File: src/rtl/pipe_pkg.sv
// Shared definitions for the fetch/decode pipeline of the 16-bit CPU:
// default widths, the bubble and match instruction encodings, and the
// packed beat carried between the stages.
package pipe_pkg;

  localparam int PC_W_DEF    = 16;
  localparam int INSTR_W_DEF = 16;

  localparam logic [INSTR_W_DEF-1:0] NOP_INSTR_DEF   = 16'h0800;
  localparam logic [INSTR_W_DEF-1:0] MATCH_INSTR_DEF = 16'h4F02;

  // One pipeline beat at default widths: PC in the upper bits, instruction below.
  typedef struct packed {
    logic [PC_W_DEF-1:0]    pc;
    logic [INSTR_W_DEF-1:0] instr;
  } beat_t;

endpackage

File: src/rtl/skid_slot.sv
// One storage slot of the IF/ID skid buffer: a valid flag plus a beat
// register. clear wins over load. State updates on the falling clock edge.
module skid_slot
  import pipe_pkg::*;
#(
  parameter type slot_t = beat_t
) (
  input  logic  clk,
  input  logic  rst,
  input  logic  load,
  input  logic  clear,
  input  slot_t d,
  output logic  valid,
  output slot_t q
);

  // Valid flag: cleared by reset or clear, set by load.
  // NOTE: sequential state uses non-blocking (<=) so every register samples pre-edge values.
  always_ff @(negedge clk or negedge rst) begin
    if (!rst) begin
      valid <= 1'b0;
    end else if (clear) begin
      valid <= 1'b0;
    end else if (load) begin
      valid <= 1'b1;
    end
  end

  // Beat payload: captured on load, otherwise held.
  // NOTE: the payload has no reset; it is only ever observed while valid is set.
  always_ff @(negedge clk) begin
    if (load) begin
      q <= d;
    end
  end

endmodule

File: src/rtl/if_id_skid.sv
// IF/ID pipeline stage with a two-entry skid buffer (main + skid slots).
// in_ready comes straight from the skid valid register, so there is no
// combinational path from out_ready to in_ready. State updates on the
// falling clock edge; rst is asynchronous and active low.
// Optional feature macro: PERF_MATCH_CNT_EN enables the match counter;
// without it match_cnt is tied to zero.
module if_id_skid
  import pipe_pkg::*;
#(
  parameter int                 PC_W        = PC_W_DEF,
  parameter int                 INSTR_W     = INSTR_W_DEF,
  parameter logic [INSTR_W-1:0] NOP_INSTR   = INSTR_W'(NOP_INSTR_DEF),
  parameter logic [INSTR_W-1:0] MATCH_INSTR = INSTR_W'(MATCH_INSTR_DEF),
  parameter int                 CNT_W       = 8
) (
  input  logic               clk,
  input  logic               rst,
  input  logic               in_valid,
  output logic               in_ready,
  input  logic [PC_W-1:0]    pc_in,
  input  logic [INSTR_W-1:0] instr_in,
  input  logic               flush,
  output logic               out_valid,
  input  logic               out_ready,
  output logic [PC_W-1:0]    pc_out,
  output logic [INSTR_W-1:0] instr_out,
  output logic [CNT_W-1:0]   match_cnt,
  output logic [7:0]         led_a,
  output logic [7:0]         led_b
);

  typedef struct packed {
    logic [PC_W-1:0]    pc;
    logic [INSTR_W-1:0] instr;
  } stage_beat_t;

  stage_beat_t in_beat, main_d, main_beat, skid_beat;
  logic        main_valid, skid_valid;
  logic        accept, consume;
  logic        main_load, main_clear, skid_load, skid_clear;

  assign in_beat  = '{pc: pc_in, instr: instr_in};
  assign in_ready = !skid_valid;

  // Handshake decode and slot steering; flush overrides every handshake.
  // NOTE: every always_comb output gets a default first so no latch is inferred.
  always_comb begin
    accept     = 1'b0;
    consume    = 1'b0;
    main_load  = 1'b0;
    main_clear = 1'b0;
    skid_load  = 1'b0;
    skid_clear = 1'b0;
    main_d     = skid_valid ? skid_beat : in_beat;
    if (flush) begin
      main_clear = 1'b1;
      skid_clear = 1'b1;
    end else begin
      accept  = in_valid && !skid_valid;
      consume = main_valid && out_ready;
      // Main refills when free or draining: older skid beat first, else the new beat.
      main_load  = (!main_valid || consume) && (skid_valid || accept);
      main_clear = consume && !skid_valid && !accept;
      // A new beat parks in skid only when main stays occupied.
      skid_load  = accept && main_valid && !consume;
      skid_clear = consume && skid_valid;
    end
  end

  skid_slot #(.slot_t(stage_beat_t)) u_main (
    .clk   (clk),
    .rst   (rst),
    .load  (main_load),
    .clear (main_clear),
    .d     (main_d),
    .valid (main_valid),
    .q     (main_beat)
  );

  skid_slot #(.slot_t(stage_beat_t)) u_skid (
    .clk   (clk),
    .rst   (rst),
    .load  (skid_load),
    .clear (skid_clear),
    .d     (in_beat),
    .valid (skid_valid),
    .q     (skid_beat)
  );

  // Presented beat: a bubble whenever main is empty, hiding stale payload.
  always_comb begin
    out_valid = main_valid;
    pc_out    = '0;
    instr_out = NOP_INSTR;
    if (main_valid) begin
      pc_out    = main_beat.pc;
      instr_out = main_beat.instr;
    end
  end

  assign led_a = instr_out[INSTR_W-1 -: 8];
  assign led_b = pc_out[7:0];

`ifdef PERF_MATCH_CNT_EN
  logic [CNT_W-1:0] cnt_q;

  // Wrapping count of accepted beats carrying MATCH_INSTR.
  always_ff @(negedge clk or negedge rst) begin
    if (!rst) begin
      cnt_q <= '0;
    end else if (accept && (instr_in == MATCH_INSTR)) begin
      cnt_q <= cnt_q + CNT_W'(1);
    end
  end

  assign match_cnt = cnt_q;
`else
  logic unused_match;

  assign unused_match = (instr_in == MATCH_INSTR);
  assign match_cnt    = '0;
`endif

endmodule
File: config.mk
export PLATFORM = sky130hd
export DESIGN_NAME = if_id_skid
export DESIGN_NICKNAME = d
export VERILOG_FILES = /design/src/rtl/pipe_pkg.sv /design/src/rtl/skid_slot.sv /design/src/rtl/if_id_skid.sv
export SDC_FILE = /design/constraint.sdc
export NUM_CORES = 1
export LEC_CHECK = 0
export ABC_AREA = 1
export BUFFER_PORTS_ARGS = -buffer_cell sky130_fd_sc_hd__buf_2
export CELL_PAD_IN_SITES_DETAIL_PLACEMENT = 1
export CELL_PAD_IN_SITES_GLOBAL_PLACEMENT = 2
export CORE_MARGIN = 10
export CORE_UTILIZATION = 34
export CTS_BUF_LIST = sky130_fd_sc_hd__clkbuf_8
export DETAILED_ROUTE_END_ITERATION = 12
export PLACE_DENSITY = 0.92
export SLEW_MARGIN = 5
export SYNTH_ARGS = -nofsm -noshare
export SYNTH_HDL_FRONTEND = slang
export SYNTH_HIERARCHICAL = 1
export SYNTH_SLANG_ARGS = --single-unit
File: constraint.sdc
create_clock -name clk -period 6.5 [get_ports clk]
set_clock_uncertainty 0.15 [all_clocks]
set_input_delay 0.325 -clock clk [delete_from_list [all_inputs] [get_ports clk]]
set_output_delay 0.325 -clock clk [all_outputs]
set_load 0.03 [all_outputs]
==> results of run 1 <==
[worst max-delay path: stages, from the launching register on]
cell and delay [ps]:
dfrtn_1 840, buf_4 290, nand2_1 90, inv_1 80, buf_2 200
[synth_stat cells]
cell | n | area, µm²
nand2_1 | 122 | 458
edfxtp_1 | 64 | 1920
inv_1 | 36 | 135
buf_4 | 30 | 225
nand2_2 | 9 | 56.3
nor2_1 | 7 | 26.3
buf_6 | 3 | 33.8
dfrtn_1 | 2 | 50.1
buf_12 | 1 | 20.0
buf_2 | 1 | 5.00
conb_1 | 1 | 3.75
inv_8 | 1 | 11.3
nand3b_1 | 1 | 7.51
o21ai_0 | 1 | 5.00
o21bai_1 | 1 | 7.51
or2_1 | 1 | 6.26
[metrics by stage]
stage / power [mW] / std cells / cell area (µm²) / hold WS [ps] / util
after detailed placement: 0.665 / 450 / 3320 / 359 / 0.384
after global routing: 1.19 / 528 / 3750 / 375 / 0.434
after floorplan: 0.635 / 288 / 3000 / 292 / -
after global placement: 0.661 / 450 / 3320 / 351 / 0.384
after CTS: 1.13 / 528 / 3750 / 363 / 0.434
final: 1.10 / 528 / 3750 / 360 / 0.434
[sequential cells by signal, indices dropped and copies added (netlist names)]
name and count:
u_main/q 32, u_main/valid 1, u_skid/valid 1, u_skid/q 32
[final cells by class]
class	instances	area, µm²
Clock buffer	9	124
Timing Repair Buffer	89	453
Sequential cell	66	1970
Fill cell	1042	4890
Clock inverter	71	314
Inverter	35	139
Multi-Input combinational cell	150	612
Tap cell	108	135
[worst paths after layout]
path                       cells past startpoint  slack, ps                        to
min in group asynchronous                      1       2760  u_main/valid$_DFFE_NN0P_
hold reg to reg                                2        360     u_main/q[8]$_DFFE_NP_
setup / recovery                               4        940                  led_a[5]
hold / removal                                 2        360     u_main/q[8]$_DFFE_NP_
setup reg to reg                               3       3980    u_skid/q[13]$_DFFE_NP_
max in group asynchronous                      1       3300  u_skid/valid$_DFFE_NN0P_
[power groups by stage]
stage               clock network, mW  logic [mW]  registers (mW)
floorplan                      0.0609      0.0786           0.496
global placement               0.0609       0.103           0.498
detailed placement             0.0609       0.105           0.498
CTS                             0.531       0.106           0.493
global route                    0.582       0.115           0.493
finish                          0.502       0.104           0.492
[logic make-up (layout without fill, tap and decap cells)]
logic type / Yosys count / count (layout)
other cells: 1 / 8
simple gates: 140 / 140
flops: 66 / 66
buf+inv: 72 / 204
compound gates: 2 / 2
[layer usage]
metal | track usage | vias to the layer above
met2 | 0.190 | 74
met5 | 0 | -
met1 | 0.116 | 1045
li1 | - | 1106
met3 | 0.0551 | 10
met4 | 0.0854 | 0
==> results.cfg, run 1 <==
[setup_path]
startpoint_type = flop
crit_fanout = 19
worstPathArrival_ps = 5080
endpoint_kind = primary output
crit_required_ps = 6020
critPathLaunch = u_main/valid$_DFFE_NN0P_
regToRegStartpoint = u_main/valid$_DFFE_NN0P_
critical_path_class = flop to primary output

[clocking]
cts_resized = 0
cts_post_setup_buffers_inserted = 0
htree_levels = 3
cts_buffers = 9
cts_tree = yes
clk_pin_slew_ps = 60
postCtsHoldBufs = 0
insertion_delay_ps = 380
numClockSinks = 66
clk_path_buf_depth = 2
root_buffer = clkbuf_8

[die]
dieWidth_um = 114
core-area_um2 = 8640
initial_utilization = 0.344
die_y_um = 114
die_area_um2 = 12900
rows = 34
pin_count = 95

[pwr]
pwr-share-comb = 0.095
p_leak_nw = 2.13
switching_power_uw = 351
p_int_uw = 747
power_frac_clock = 0.457
netSwitchingFraction = 0.320
pwr-share-seq = 0.448
vdd_drop_max_mv = 0.117
p_per_area_nw_per_um2 = 293

[yosys]
synthMuxAreaShare = 0
syn-instance-count = 281
synth-xor-area-share = 0
ys.warnings.count = 6
yosys.area_share.simple = 0.186
syn_avg_cell_area_um2 = 10.6
synth-seq-cells = 66
synthAdderAreaFrac = 0
synth.distinct_cells = 16
synth-seq-area-share = 0.663
synthesis.area_um2 = 2970
synth_compound_area_frac = 0.00421
synth_top_family_by_area = simple AND/OR/NAND/NOR gates

[route]
dr.max_layer_used = met4
route.detailed.drc = 0
wirelength_mm = 7.33
num_vias = 2235
drtIter0Drc = 58
wl_met3_um = 549
vias_per_cell = 4.23
ant_nets = 0
wl_met1_mm = 2.90
met2WireLength_mm = 3.78
wire_per_inst_um = 13.9
dr.pass1.iters = 4

[sta]
rsz0062_at_grt = false
setup_ws_ps = 943
tns_ps = 0
worst_pin_slew_ps = 1010
relSlewSlack = 0.326
setup_viol = 0
drv_slew = 0
hold_viol = 0

[placed_design]
place_hpwl_mm = 5.18
preCtsSetupSlack_ps = 1250
gp_congestion = 0.697
numPortBuffers = 86

[cells_and_area]
area.growth.synth_to_final_pct = 26.1
drive_gt1_frac = 0.279
num-nets-final = 452
antennaDiodeCount = 0
final_cell_mix = 122 x nand2_1, 98 x inv_1, 86 x buf_2
final_common_cell = nand2_1

[grt]
antenna_found_initial = 0
grt_pass1_vias = 2623
grt_pass1_wl_mm = 12.0
track_usage = 0.117
grt_max_degree = 37
overflow = 0

[hold_path]
hp-start = u_skid/q[8]$_DFFE_NP_
hold_class = flop to flop

[status]
status = complete, no violations

[run]
maxCapViolCount = 0
Power figures use the tool's default switching activity.
==> inputs of run 2 (changes only) <==
Settings changed: CORE_UTILIZATION 34 to 33, CTS_BUF_LIST sky130_fd_sc_hd__clkbuf_8 to unset, PLACE_DENSITY 0.92 to 0.93.
==> results.cfg, run 2 (synthesis results as in run 1) <==
[clocking]
numClockSinks = 66
insertion_delay_ps = 390
clk_pin_slew_ps = 50
cts_tree = yes
postCtsHoldBufs = 0
cts_buffers = 9
root_buffer = clkbuf_8
htree_levels = 3
clk_path_buf_depth = 2
cts_resized = 0
cts_post_setup_buffers_inserted = 0

[setup_path]
cpPeakStageDelay_ps = 860
cpLargestDelayFamily = flip-flops
crit_fanout = 20
path_buf_inv = 3
endpoint_kind = primary output
cpMaxStageDelayCell = dfrtn_1
critical_path_class = flop to primary output
crit_required_ps = 6020
startpoint_type = flop
worstPathArrival_ps = 5170
crit_chain = buf_4, nand2_1, inv_1, buf_2

[die]
pin_count = 95
die_area_um2 = 13200
rows = 34
dieWidth_um = 115
initial_utilization = 0.339
core-area_um2 = 8760
die_y_um = 115

[run]
maxCapViolCount = 0

[status]
status = complete, no violations

[pwr]
p_per_area_nw_per_um2 = 306
vdd_drop_max_mv = 0.161
p_leak_nw = 2.14

[sta]
relSlewSlack = 0.347
hold_viol = 0
worst_pin_slew_ps = 977
rsz0062_at_grt = false
setup_ws_ps = 856
hold_ws_ps = 357
drv_slew = 0
setup_viol = 0
tns_ps = 0

[route]
ant_nets = 0
drtIter0Drc = 60
vias_per_cell = 4.16
route.detailed.drc = 0
dr.pass1.iters = 5
num_vias = 2193
wire_per_inst_um = 13.5
wirelength_mm = 7.14

[cells_and_area]
final_common_cell = nand2_1
area.growth.synth_to_final_pct = 26.9
reg.largest.list = u_main/q: 32 flops, u_skid/q: 32 flops
drive_gt1_frac = 0.273
num-nets-final = 451
final_cell_mix = 122 x nand2_1, 99 x inv_1, 86 x buf_2

[placed_design]
gp_congestion = 0.698
place_hpwl_mm = 4.84
preCtsSetupSlack_ps = 1180
numPortBuffers = 86

[grt]
grt_pass1_vias = 2615
track_usage = 0.111
overflow = 0
grt_max_degree = 37
antenna_found_initial = 0
grt_pass1_wl_mm = 11.4

[hold_path]
hold_class = flop to flop
[run 2: cell count changes in the layout (fill, tap and decap cells not counted)]
cell       previous run  this run
clkinv_4              1         0
bufinv_16             1         3
diode_2               0         1
inv_4                 2         0
inv_1                98        99
buf_4                 3         2
inv_6                 2         0
clkinv_2              0         1
[run 2: worst min-delay path, stage by stage, from the launching register on]
cell and delay (ps):
edfxtp_1 310, nand2_1 50, nand2_1 50
[run 2: routing by layer]
| metal | track usage | vias up | wire, µm |
|---|---|---|---|
| met5 | 0 | - | 0 |
| met4 | 0.0825 | 0 | 131 |
| met3 | 0.0589 | 9 | 567 |
| met2 | 0.189 | 79 | 3710 |
| met1 | 0.0958 | 1003 | 2730 |
| li1 | - | 1102 | - |
[run 2: where the power goes]
group	switching, mW	internal, mW	total, mW
logic	0.0735	0.0280	0.102
registers	0.00608	0.487	0.493
clock network	0.259	0.302	0.561
[run 2: worst paths after layout]
| path | startpoint | endpoint | slack [ps] | cells after the start |
|---|---|---|---|---|
| min reg2reg | u_skid/q[7]$_DFFE_NP_ | u_main/q[7]$_DFFE_NP_ | 360 | 2 |
| max in group asynchronous | rst | u_main/valid$_DFFE_NN0P_ | 3300 | 1 |
| min | u_skid/q[7]$_DFFE_NP_ | u_main/q[7]$_DFFE_NP_ | 360 | 2 |
| max reg2reg | u_main/valid$_DFFE_NN0P_ | u_skid/q[12]$_DFFE_NP_ | 4130 | 2 |
| max | u_main/valid$_DFFE_NN0P_ | led_b[1] | 860 | 4 |
| min in group asynchronous | rst | u_skid/valid$_DFFE_NN0P_ | 2760 | 1 |
[run 2: through the flow]
stage | std cells | util | total power [mW] | area (µm²)
2_1_floorplan | 288 | - | 0.635 | 3000
3_3_place_gp | 449 | 0.378 | 0.659 | 3310
3_5_place_dp | 449 | 0.378 | 0.663 | 3310
4_1_cts | 526 | 0.430 | 1.19 | 3770
5_1_grt | 526 | 0.430 | 1.24 | 3770
6_report | 527 | 0.431 | 1.16 | 3770
[run 2: final cells by class]
cell class	count	area [µm²]
tap	108	135
sequential	66	1970
timing repair buffer	88	445
multi-input combinational	150	612
clock inverter	70	344
fill	1061	4990
inverter	35	139
clock buffer	9	124
antenna	1	2.50
